--- src/rtl/rr_bus_mux.sv ---
`default_nettype none
// ============================================================================
// Module   : rr_bus_mux
// Purpose  : N-channel round-robin arbitrated bus mux with one output register.
//            Optional lock feature: define RR_BUS_MUX_LOCK_EN.
// Revision : 1.0 - initial release
// ============================================================================
module rr_bus_mux #(
  parameter  int N_CH  = 3,
  parameter  int WIDTH = 16,
  localparam int SEL_W = (N_CH > 1) ? $clog2(N_CH) : 1
) (
  input  logic                  Clk,
  input  logic                  Reset_n,
  input  logic [N_CH-1:0]       in_valid,
  input  logic [N_CH*WIDTH-1:0] in_data,
  output logic [N_CH-1:0]       in_ready,
  output logic                  out_valid,
  output logic [WIDTH-1:0]      out_data,
  output logic [SEL_W-1:0]      out_sel,
  input  logic                  out_ready
`ifdef RR_BUS_MUX_LOCK_EN
  ,
  input  logic                  lock
`endif
);

  localparam logic [SEL_W-1:0] PTR_RST = SEL_W'(N_CH - 1);

  logic [SEL_W-1:0] rr_ptr_q, rr_ptr_d;
  logic             out_valid_q, out_valid_d;
  logic [WIDTH-1:0] out_data_q, out_data_d;
  logic [SEL_W-1:0] out_sel_q, out_sel_d;

  logic [N_CH-1:0]  req;
  logic [SEL_W-1:0] idx;
  logic [SEL_W-1:0] gnt_idx;
  logic             found;
  logic             load;
  logic             xfer;

`ifdef RR_BUS_MUX_LOCK_EN
  logic             locked_q, locked_d;
  logic [SEL_W-1:0] lock_ch_q, lock_ch_d;
  logic [N_CH-1:0]  lock_mask;

  // While locked, only the owning channel is allowed to compete.
  always_comb begin
    lock_mask            = '0;
    lock_mask[lock_ch_q] = 1'b1;
    req                  = locked_q ? (in_valid & lock_mask) : in_valid;
  end
`else
  assign req = in_valid;
`endif

  // First requester after the last winner, wrapping around.
  always_comb begin
    found   = 1'b0;
    gnt_idx = '0;
    idx     = '0;
    for (int k = 1; k <= N_CH; k++) begin
      idx = SEL_W'((int'(rr_ptr_q) + k) % N_CH);
      if (!found && req[idx]) begin
        found   = 1'b1;
        gnt_idx = idx;
      end
    end
  end

  assign load = ~out_valid_q | out_ready;
  assign xfer = found & load & Reset_n;

  always_comb begin
    in_ready = '0;
    for (int i = 0; i < N_CH; i++) begin
      in_ready[i] = xfer && (gnt_idx == SEL_W'(i));
    end
  end

  always_comb begin
    out_valid_d = out_valid_q;
    out_data_d  = out_data_q;
    out_sel_d   = out_sel_q;
    rr_ptr_d    = rr_ptr_q;
    if (xfer) begin
      out_valid_d = 1'b1;
      out_data_d  = in_data[gnt_idx*WIDTH +: WIDTH];
      out_sel_d   = gnt_idx;
      rr_ptr_d    = gnt_idx;
    end else if (out_ready) begin
      out_valid_d = 1'b0;
    end
  end

  always_ff @(posedge Clk or negedge Reset_n) begin
    if (!Reset_n) begin
      out_valid_q <= 1'b0;
      out_data_q  <= '0;
      out_sel_q   <= '0;
      rr_ptr_q    <= PTR_RST;
    end else begin
      out_valid_q <= out_valid_d;
      out_data_q  <= out_data_d;
      out_sel_q   <= out_sel_d;
      rr_ptr_q    <= rr_ptr_d;
    end
  end

`ifdef RR_BUS_MUX_LOCK_EN
  always_comb begin
    locked_d  = locked_q;
    lock_ch_d = lock_ch_q;
    if (xfer) begin
      locked_d  = lock;
      lock_ch_d = gnt_idx;
    end
  end

  always_ff @(posedge Clk or negedge Reset_n) begin
    if (!Reset_n) begin
      locked_q  <= 1'b0;
      lock_ch_q <= '0;
    end else begin
      locked_q  <= locked_d;
      lock_ch_q <= lock_ch_d;
    end
  end
`endif

  assign out_valid = out_valid_q;
  assign out_data  = out_data_q;
  assign out_sel   = out_sel_q;

endmodule
`default_nettype wire

--- config.mk ---
export PLATFORM = sky130hd
export DESIGN_NAME = rr_bus_mux
export DESIGN_NICKNAME = d
export VERILOG_FILES = /design/src/rtl/rr_bus_mux.sv
export SDC_FILE = /design/constraint.sdc
export NUM_CORES = 1
export LEC_CHECK = 0
export ABC_AREA = 1
export BUFFER_PORTS_ARGS = -buffer_cell sky130_fd_sc_hd__clkbuf_2
export CORE_MARGIN = 2
export CORE_UTILIZATION = 40
export DETAILED_ROUTE_END_ITERATION = 8
export PLACE_DENSITY = 0.68
export SLEW_MARGIN = 10
export SYNTH_ARGS = -nofsm -noshare
export SYNTH_HDL_FRONTEND = slang
export SYNTH_SLANG_ARGS = --single-unit
--- constraint.sdc ---
create_clock -name Clk -period 2.2 [get_ports Clk]
set_clock_uncertainty 0.05 [all_clocks]
set_input_delay 0.22 -clock Clk [delete_from_list [all_inputs] [get_ports Clk]]
set_output_delay 0.22 -clock Clk [all_outputs]
set_load 0.01 [all_outputs]
==> results of run 1 <==
kinds of logic (layout without fill, tap and decap cells):
logic type / count (synthesis) / after routing / synth area share [%]
AO/OA/AOI/OAI: 38 / 38 / 13.7
adder cells (fa/ha/maj): 4 / 4 / 2.90
buffers and inverters: 71 / 170 / 18.3
flip-flops: 20 / 20 / 29.1
AND/OR/NAND/NOR: 111 / 111 / 36.0
critical path: cells and delay by family, from the launching register on:
family	cells	cell delay (ps)
DFF	1	580
and+or+nand+nor	9	720
buffers and inverters	3	290
adders and majority gates	1	250
area by class of cell:
cell class	count	area, um2	area share [%]
timing repair buffer	104	616	24.6
multi-input combinational	153	1030	41.4
sequential	20	502	20.1
tap	50	62.6	2.51
clock buffer	4	45.0	1.80
inverter	62	238	9.52
synth_stat cells:
library cell  count  share of area, %
inv_1            58                13
nand3_1          34               9.9
nand2_1          32               7.0
a21oi_1          23               6.7
dfrtp_1          19                28
nand3_2          12               7.0
a21oi_2          10               5.1
or2_2             9               3.3
nor2_1            8               1.7
or2_1             7               2.5
buf_6             5               3.3
ha_1              4               2.9
nand2_2           4               1.4
nand2_4           4               2.6
inv_2             3              0.65
buf_2             2              0.58
buf_4             2              0.87
o21ai_0           2              0.58
a21boi_2          1              0.65
dfstp_2           1               1.5
inv_4             1              0.36
nor2_4            1              0.65
o21a_1            1              0.43
o21ai_1           1              0.29
repair_timing:
action / CTS / global route
pin swaps: 3 / 11
setup endpoints to repair: 4 / 19
hold buffers: 1 / 0
setup buffers: 6 / 7
resized for setup: 16 / 23
cloned: 0 / 0
endpoints found under the hold margin: 19 / 0
sequential cells by signal (all words and copies together), names as in the netlist:
signal and count:
out_sel 1, out_data 16, rr_ptr_q 2, out_valid 1
worst paths after layout:
kind | slack [ps] | startpoint | cells past startpoint | end
setup reg to reg | 40 | rr_ptr_q[1] | 11 | out_data[7]
min in group asynchronous | 510 | Reset_n | 3 | out_data[14]
setup / recovery | -150 | rr_ptr_q[1] | 13 | in_ready[0]
hold reg to reg | 460 | out_sel[1] | 1 | out_sel[1]
hold / removal | 210 | in_data[41] | 3 | out_data[9]
max in group asynchronous | 1320 | Reset_n | 3 | rr_ptr_q[1]
per-layer routing:
metal	GRT usage (%)	part of all wire (%)	vias up
met5	0	0	-
met4	4.70	0.62	0
met3	2.76	6.0	4
met2	32.6	47	63
met1	26.4	46	834
li1	-	-	951
through the flow:
stage	TNS (ps)	cells	worst slack [ps]	hold WS, ps
5_1_grt	-1220	393	-245	210
4_1_cts	-387	386	-146	204
3_3_place_gp	0	375	32.8	203
2_1_floorplan	0	244	61.6	-126
3_5_place_dp	-98.3	375	-59.3	213
6_report	-397	393	-155	206
report_power, final:
group          total, mW  switching (mW)  internal [mW]
clock              0.254           0.125          0.129
combinational       3.83            2.15           1.67
sequential         0.671          0.0993          0.572
total               4.75            2.38           2.37
==> impl_metrics.yaml, run 1 <==
setup_path:
  critPathMaxStageDelay_ps: 580
  end_kind: "output pin"
  cp_common_cell: "nand2_2"
  critPathMaxFanout: 7
  worstPathCellList: "ha_4, inv_4, nand2_2, nand3_2, nand2_4, nand2_2, nand2_2, nand2_2, nand2_4, nor2_4, inv_2, nor2_2, buf_2"
  critPathKind: "flip-flop to output pin"
  start_kind: "flip-flop"
  critical_path_required_ps: 1930
  arrival_ps: 2080
  cpMaxStageDelayCell: "dfstp_2"
cells_and_area:
  area_growth_pct: 44.6
  final_common_cell: "clkbuf_2"
  postLayoutCellArea_um2: 2500
  fillCellCount: 397
  n_antenna_cell: 0
  finalNetCount: 402
  fin_util_pct: 61.1
  layout_common_cells: "clkbuf_2, inv_1, nand3_1"
  drive_gt1_share_pct: 51.6
place:
  gp_congestion: 0.801
  io_buffer_count: 75
  placed_cell_area_um2: 2210
  hpwlAfterDp_um: 3480
logic_synthesis:
  ys_seq_area_share_pct: 29.1
  synth_seq_cells: 20
  syn_nets: 302
  synth_area_um2: 1730
  synth_warnings: 0
  avgSynthCellArea_um2: 7.08
  ys_types: 24
  synthCells: 244
sta:
  timing.final.hold_violations: 0
  rsz0062_at_grt: "true"
  post-route-period-util_pct: 107
  setup_viol: 3
  fin_ws_ps: -155
  max_freq_ghz: 0.425
  finalMaxSlewViolations: 0
  relSlewSlack_pct: 80.8
  period_needed_ps: 2350
  worstMarginPinSlew_ps: 287
pwr:
  irDropWorstVdd_mv: 0.854
  p_per_area_nw_per_um2: 1900
  power.leakage_nw: 1.48
  finalPower_mw: 4.75
detailed_routing:
  drt-total-wl_um: 4810
  drc: 0
  ant_nets: 0
  first_pass_iters: 4
  wl_per_cell_um: 12.2
  num_vias: 1852
  vias_per_cell: 4.71
  drt_iter0_drc: 71
floorplanning:
  initial_core_util_pct: 42.3
  core_area_um2: 4090
  fp.dieH_um: 69.7
  design.portCount: 76
  die_area_um2: 4860
  die_x_um: 69.7
  std_cell_rows: 23
grt:
  grtUsageTotal_pct: 19.4
  grt_max_degree: 21
  grt_pass1_vias: 1765
  antenna_found_initial: 0
  grt_pass1_wl_um: 7850
  grt_overflow: 0
flow_run:
  maxCapViolations: 0
clocking:
  clock-root-buffer: "clkbuf_8"
  cts_sinks: 20
  cts_buffers: 3
  cts_tree: "yes"
  cts_buffer_depth: 2
  clk_pin_slew_ps: 80
  htreeDepth: 1
  clk_latency_ps: 250
status:
  outcome: "finished, violations left"
  violations: "negative setup slack"
hold_path:
  hold_class: "input port to flip-flop"
Power figures use the tool's default switching activity.
==> inputs of run 2 (changes only) <==
- ABC_AREA: 1 -> unset
- PLACE_DENSITY: 0.68 -> 0.7
==> run 2 against run 1 <==
The run still ends with negative setup slack left. Total power fell by 3.5%. Clock-buffer cell count did not move. Register-to-register slack lost 230 ps. Flip-flop and latch count stayed put. Combinational power down 5.5%. Global-route usage grew 5.4 points. First-iteration DRC count grew 120%. Critical endpoint is now in_ready[1]. Largest power group unchanged.
==> impl_metrics.yaml, run 2 <==
cells_and_area:
  largest_reg_flops: 16
  drive_gt1_share_pct: 59.6
  area_growth_pct: 72.9
  final_cells: 325
  final_common_cell: "clkbuf_2"
  layout_common_cells: "clkbuf_2, buf_4, nand2_1, buf_6, dfrtp_1"
  finalNetCount: 336
  n_antenna_cell: 0
  postLayoutCellArea_um2: 2630
  fillCellCount: 274
clocking:
  clk_pin_slew_ps: 80
  cts_buffers: 3
  clock-root-buffer: "clkbuf_8"
  clk_latency_ps: 260
  htreeDepth: 1
  cts_sinks: 20
  cts_buffer_depth: 2
  cts_tree: "yes"
pwr:
  p_int_mw: 2.59
  p_switching_mw: 1.99
  p_per_area_nw_per_um2: 1750
  clkPwrFrac_pct: 6.3
  combPwrFrac_pct: 79.0
  p_seq_share_pct: 14.7
  p_sw_share_pct: 43.5
  power.leakage_nw: 1.20
  irDropWorstVdd_mv: 0.886
sta:
  rsz0062_at_grt: "true"
  final.setup.tns_ps: -3090
  worstMarginPinSlew_ps: 369
  setup_viol: 21
  max_freq_ghz: 0.401
  period_needed_ps: 2500
  relSlewSlack_pct: 75.3
  post-route-period-util_pct: 113
  fin_ws_ps: -296
  timing.final.hold_violations: 0
  finalMaxSlewViolations: 0
floorplanning:
  design.portCount: 76
  die_x_um: 65.6
  core_area_um2: 3660
  die_area_um2: 4310
  std_cell_rows: 22
  initial_core_util_pct: 41.5
  fp.dieH_um: 65.6
detailed_routing:
  vias_per_cell: 5.50
  first_pass_iters: 4
  drt-total-wl_um: 5350
  num_vias: 1786
  wl_per_cell_um: 16.5
  drt_iter0_drc: 157
  drc: 0
  ant_nets: 0
grt:
  grtUsageTotal_pct: 24.8
  antenna_found_initial: 0
  grt_pass1_wl_um: 8220
  grt_pass1_vias: 1659
  grt_max_degree: 23
  grt_overflow: 0
place:
  hpwlAfterDp_um: 3580
  dpl.cell_count: 307
  placed_cell_area_um2: 2180
  io_buffer_count: 75
  place_ws_ps: -182
  gp_congestion: 0.912
logic_synthesis:
  synthCells: 163
  synth_seq_cells: 20
  netlist_top_cells_count: "dfrtp_1, nand2_1, and2_1, nand3_1, o211ai_1"
  synth_edf_count: 0
  yosysTopAreaCell: "dfrtp_1"
  async_reset_ff_share_pct: 100
  avgSynthCellArea_um2: 9.32
  synth_area_leaders: "dfrtp_1, a32oi_1, o211ai_1, and2_1, nand3_1"
  synth_warnings: 0
  syn_nets: 221
  ys.flop_type: "dfrtp_1"
  ys_seq_area_share_pct: 33.0
  synth_top_area_share_pct: 31.3
  ys_types: 41
  synth_area_um2: 1520
setup_path:
  critical_path_required_ps: 1930
  end_kind: "output pin"
  critPathMaxFanout: 3
  critPathKind: "flip-flop to output pin"
  start_kind: "flip-flop"
  arrival_ps: 2230
hold_path:
  hold_class: "input port to flip-flop"
flow_run:
  maxCapViolations: 0
status:
  violations: "negative setup slack"
  outcome: "finished, violations left"
-- run 2: cell types whose count changed after synthesis, moves of 7 or more --
cell      delta
and2_1      +17
o211ai_1    +17
nand3_2     -12
nand3_1     -17
inv_1       -55
or2_2        -9
or2_1        -7
a21oi_1     -22
a21oi_2     -10
a32oi_1     +16
nand2_1     -13
-- run 2: worst paths after layout --
check | start | to | slack [ps] | cells past startpoint
max | rr_ptr_q[1] | in_ready[1] | -300 | 7
min | in_data[33] | out_data[1] | 160 | 3
max reg2reg | rr_ptr_q[1] | rr_ptr_q[0] | -190 | 9
min reg2reg | out_data[7] | out_data[7] | 450 | 2
max in group asynchronous | Reset_n | rr_ptr_q[1] | 1310 | 3
min in group asynchronous | Reset_n | out_valid | 510 | 3
-- run 2: logic make-up (layout without fill, tap and decap cells) --
kind of cell	after synthesis	in the layout	share of synthesized area (%)
compound gates	50	50	29.2
mux	5	5	4.53
simple gates	65	65	22.1
buf+inv	19	133	7.91
fa+ha+maj	4	4	3.30
flops	20	20	33.0
-- run 2: final cells by class --
class	instances	area, um2	share of cell area, %
sequential	20	503	19.2
tap	48	60.1	2.29
multi-input combinational	124	1090	41.6
inverter	3	13.8	0.524
clock buffer	4	55.1	2.10
timing repair buffer	126	902	34.3
-- run 2: layer usage --
metal,GRT usage (%),vias up,share of wire (%)
met5,0,-,0
met4,6.77,0,1.6
met3,3.77,8,4.7
met2,43.6,67,53
met1,31.5,866,40
li1,-,845,-
-- run 2: through the flow --
stage | utilization (%) | power, mW | hold slack [ps]
2_1_floorplan | - | 2.39 | -126
3_3_place_gp | 59.5 | 3.37 | 192
3_5_place_dp | 59.5 | 3.38 | 189
4_1_cts | 68.5 | 4.26 | 165
5_1_grt | 71.7 | 4.86 | 181
6_report | 71.7 | 4.58 | 160
-- run 2: worst max-delay path, stage by stage (launching register included) --
cell	delay [ps]
dfstp_2	590
inv_4	60
ha_4	150
nand3b_1	200
a21bo_2	230
a221o_1	390
a21oi_4	210
buf_6	120
-- run 2: power groups by stage --
stage / clock network [mW] / registers (mW) / logic, mW
after floorplan: 0 / 0.726 / 1.66
after global placement: 0 / 0.659 / 2.71
after detailed placement: 0 / 0.666 / 2.72
after CTS: 0.288 / 0.672 / 3.30
after global routing: 0.312 / 0.690 / 3.86
final: 0.288 / 0.674 / 3.62
-- run 2: what timing repair did --
item | in CTS | in global routing
gates resized for setup | 33 | 19
buffers inserted | 11 | 3
endpoints found under the setup margin | 22 | 22
endpoints found under the hold margin | 19 | 0
gates cloned | 1 | 0
hold buffers | 1 | 0
pin swaps | 29 | 13
==> inputs of run 3 (changes only) <==
- CELL_PAD_IN_SITES_DETAIL_PLACEMENT: unset -> 1
- CELL_PAD_IN_SITES_GLOBAL_PLACEMENT: unset -> 1
- CORE_UTILIZATION: 40 -> 33
- PLACE_DENSITY: 0.7 -> 0.79
==> run 3 against run 2 <==
The flow still finishes with violations (negative setup slack). Critical path type unchanged. Largest power group unchanged. Core utilization down 15 points. Clock power down 7.3%. Clock-buffer cell count unchanged. Sequential power down 2%. Critical endpoint unchanged. Highest routed layer unchanged. Hold slack worse by 4.1 ps. Register-to-register slack worse by 30 ps.
==> impl_metrics.yaml, run 3 (same netlist as run 2, synthesis figures left out) <==
setup_path:
  critPathMaxFanout: 10
  arrival_ps: 2260
  critical_path_required_ps: 1930
  end_kind: "output pin"
  critPathKind: "flip-flop to output pin"
  start_kind: "flip-flop"
sta:
  rsz0062_at_grt: "true"
  worstMarginPinSlew_ps: 423
  fin_ws_ps: -328
  max_freq_ghz: 0.396
  finalMaxSlewViolations: 0
  post-route-period-util_pct: 115
  setup_viol: 19
  period_needed_ps: 2530
  relSlewSlack_pct: 71.6
  timing.final.hold_violations: 0
grt:
  antenna_found_initial: 0
  grt_overflow: 0
  grt_pass1_wl_um: 9720
  grt_pass1_vias: 1967
  grtUsageTotal_pct: 24.1
  grt_max_degree: 23
detailed_routing:
  first_pass_iters: 5
  num_vias: 1827
  drt_iter0_drc: 72
  drc: 0
  wl_per_cell_um: 19.6
  ant_nets: 0
  drt-total-wl_um: 6370
  vias_per_cell: 5.62
floorplanning:
  die_area_um2: 5160
  fp.dieH_um: 71.8
  die_x_um: 71.8
  design.portCount: 76
  std_cell_rows: 24
  core_area_um2: 4380
  initial_core_util_pct: 34.6
status:
  outcome: "finished, violations left"
  violations: "negative setup slack"
place:
  hpwlAfterDp_um: 4370
  place_ws_ps: -209
  io_buffer_count: 75
  gp_congestion: 0.846
cells_and_area:
  final_common_cell: "clkbuf_2"
  n_antenna_cell: 0
  drive_gt1_share_pct: 58.2
  layout_common_cells: "clkbuf_2, buf_4, nand2_1, dfrtp_1"
  largest_reg_flops: 16
  finalNetCount: 332
  area_growth_pct: 62.8
clocking:
  cts_buffers: 3
  clock-root-buffer: "clkbuf_8"
  cts_buffer_depth: 2
  cts_tree: "yes"
  clk_pin_slew_ps: 80
  htreeDepth: 1
  clk_latency_ps: 270
  cts_sinks: 20
flow_run:
  maxCapViolations: 0
pwr:
  p_per_area_nw_per_um2: 1790
  finalPower_mw: 4.42
  power.leakage_nw: 1.13
  irDropWorstVdd_mv: 0.838
hold_path:
  hold_class: "input port to flip-flop"
-- run 3: cell count changes in the layout (fill, tap and decap cells not counted), sizes merged --
| cell | change |
|---|---|
| clkbuf | +1 |
| buf | -5 |
-- run 3: worst paths after layout --
check | from | endpoint | slack [ps] | cells after the start
setup / recovery | rr_ptr_q[1] | in_ready[1] | -330 | 8
hold / removal | in_data[44] | out_data[12] | 160 | 3
setup reg to reg | rr_ptr_q[1] | out_data[11] | -220 | 9
hold reg to reg | out_data[8] | out_data[8] | 450 | 2
max in group asynchronous | Reset_n | rr_ptr_q[1] | 1300 | 3
min in group asynchronous | Reset_n | out_data[6] | 500 | 3
-- run 3: final cells by class --
class	instances	area, um2
fillers	537	1910
multi-input cells	124	1080
repair buffers	122	766
flip-flops and latches	20	502
well taps	52	65.1
clock buffers	4	45.0
inverters	3	11.3
-- run 3: critical path, stage by stage (launching register included) --
cell and delay, ps:
dfstp_2 580, ha_4 240, nor2b_1 150, o211ai_1 330
o31ai_4 150, nand2b_4 170, buf_6 130, a21oi_4 100
buf_2 140
-- run 3: report_power, final --
part / switching [mW] / internal [mW]
clock: 0.138 / 0.130
sequential: 0.102 / 0.556
combinational: 1.83 / 1.66
total: 2.07 / 2.35
-- run 3: timing repair --
item / 4_1_cts / 5_1_grt
endpoints found under the hold margin: 19 / 0
endpoints found under the setup margin: 22 / 21
hold buffers: 1 / 0
setup buffers: 9 / 0
pin swaps: 18 / 9
resized for setup: 9 / 21
-- run 3: layer usage --
layer  global-route usage (%)  part of all wire (%)
met5                        0                     0
met4                     7.13                   2.0
met3                     3.52                   5.2
met2                     42.6                    52
met1                     30.3                    41
-- run 3: per-stage QoR --
step	util (%)	area (um2)	hold WS, ps	TNS [ps]	instances
finish	56.4	2470	156	-3760	325
global route	56.4	2470	173	-5030	325
CTS	53.5	2350	165	-3800	325
detailed placement	49.5	2170	212	-3670	311
global placement	49.5	2170	196	-1870	311
floorplan	-	1570	-126	-573	163
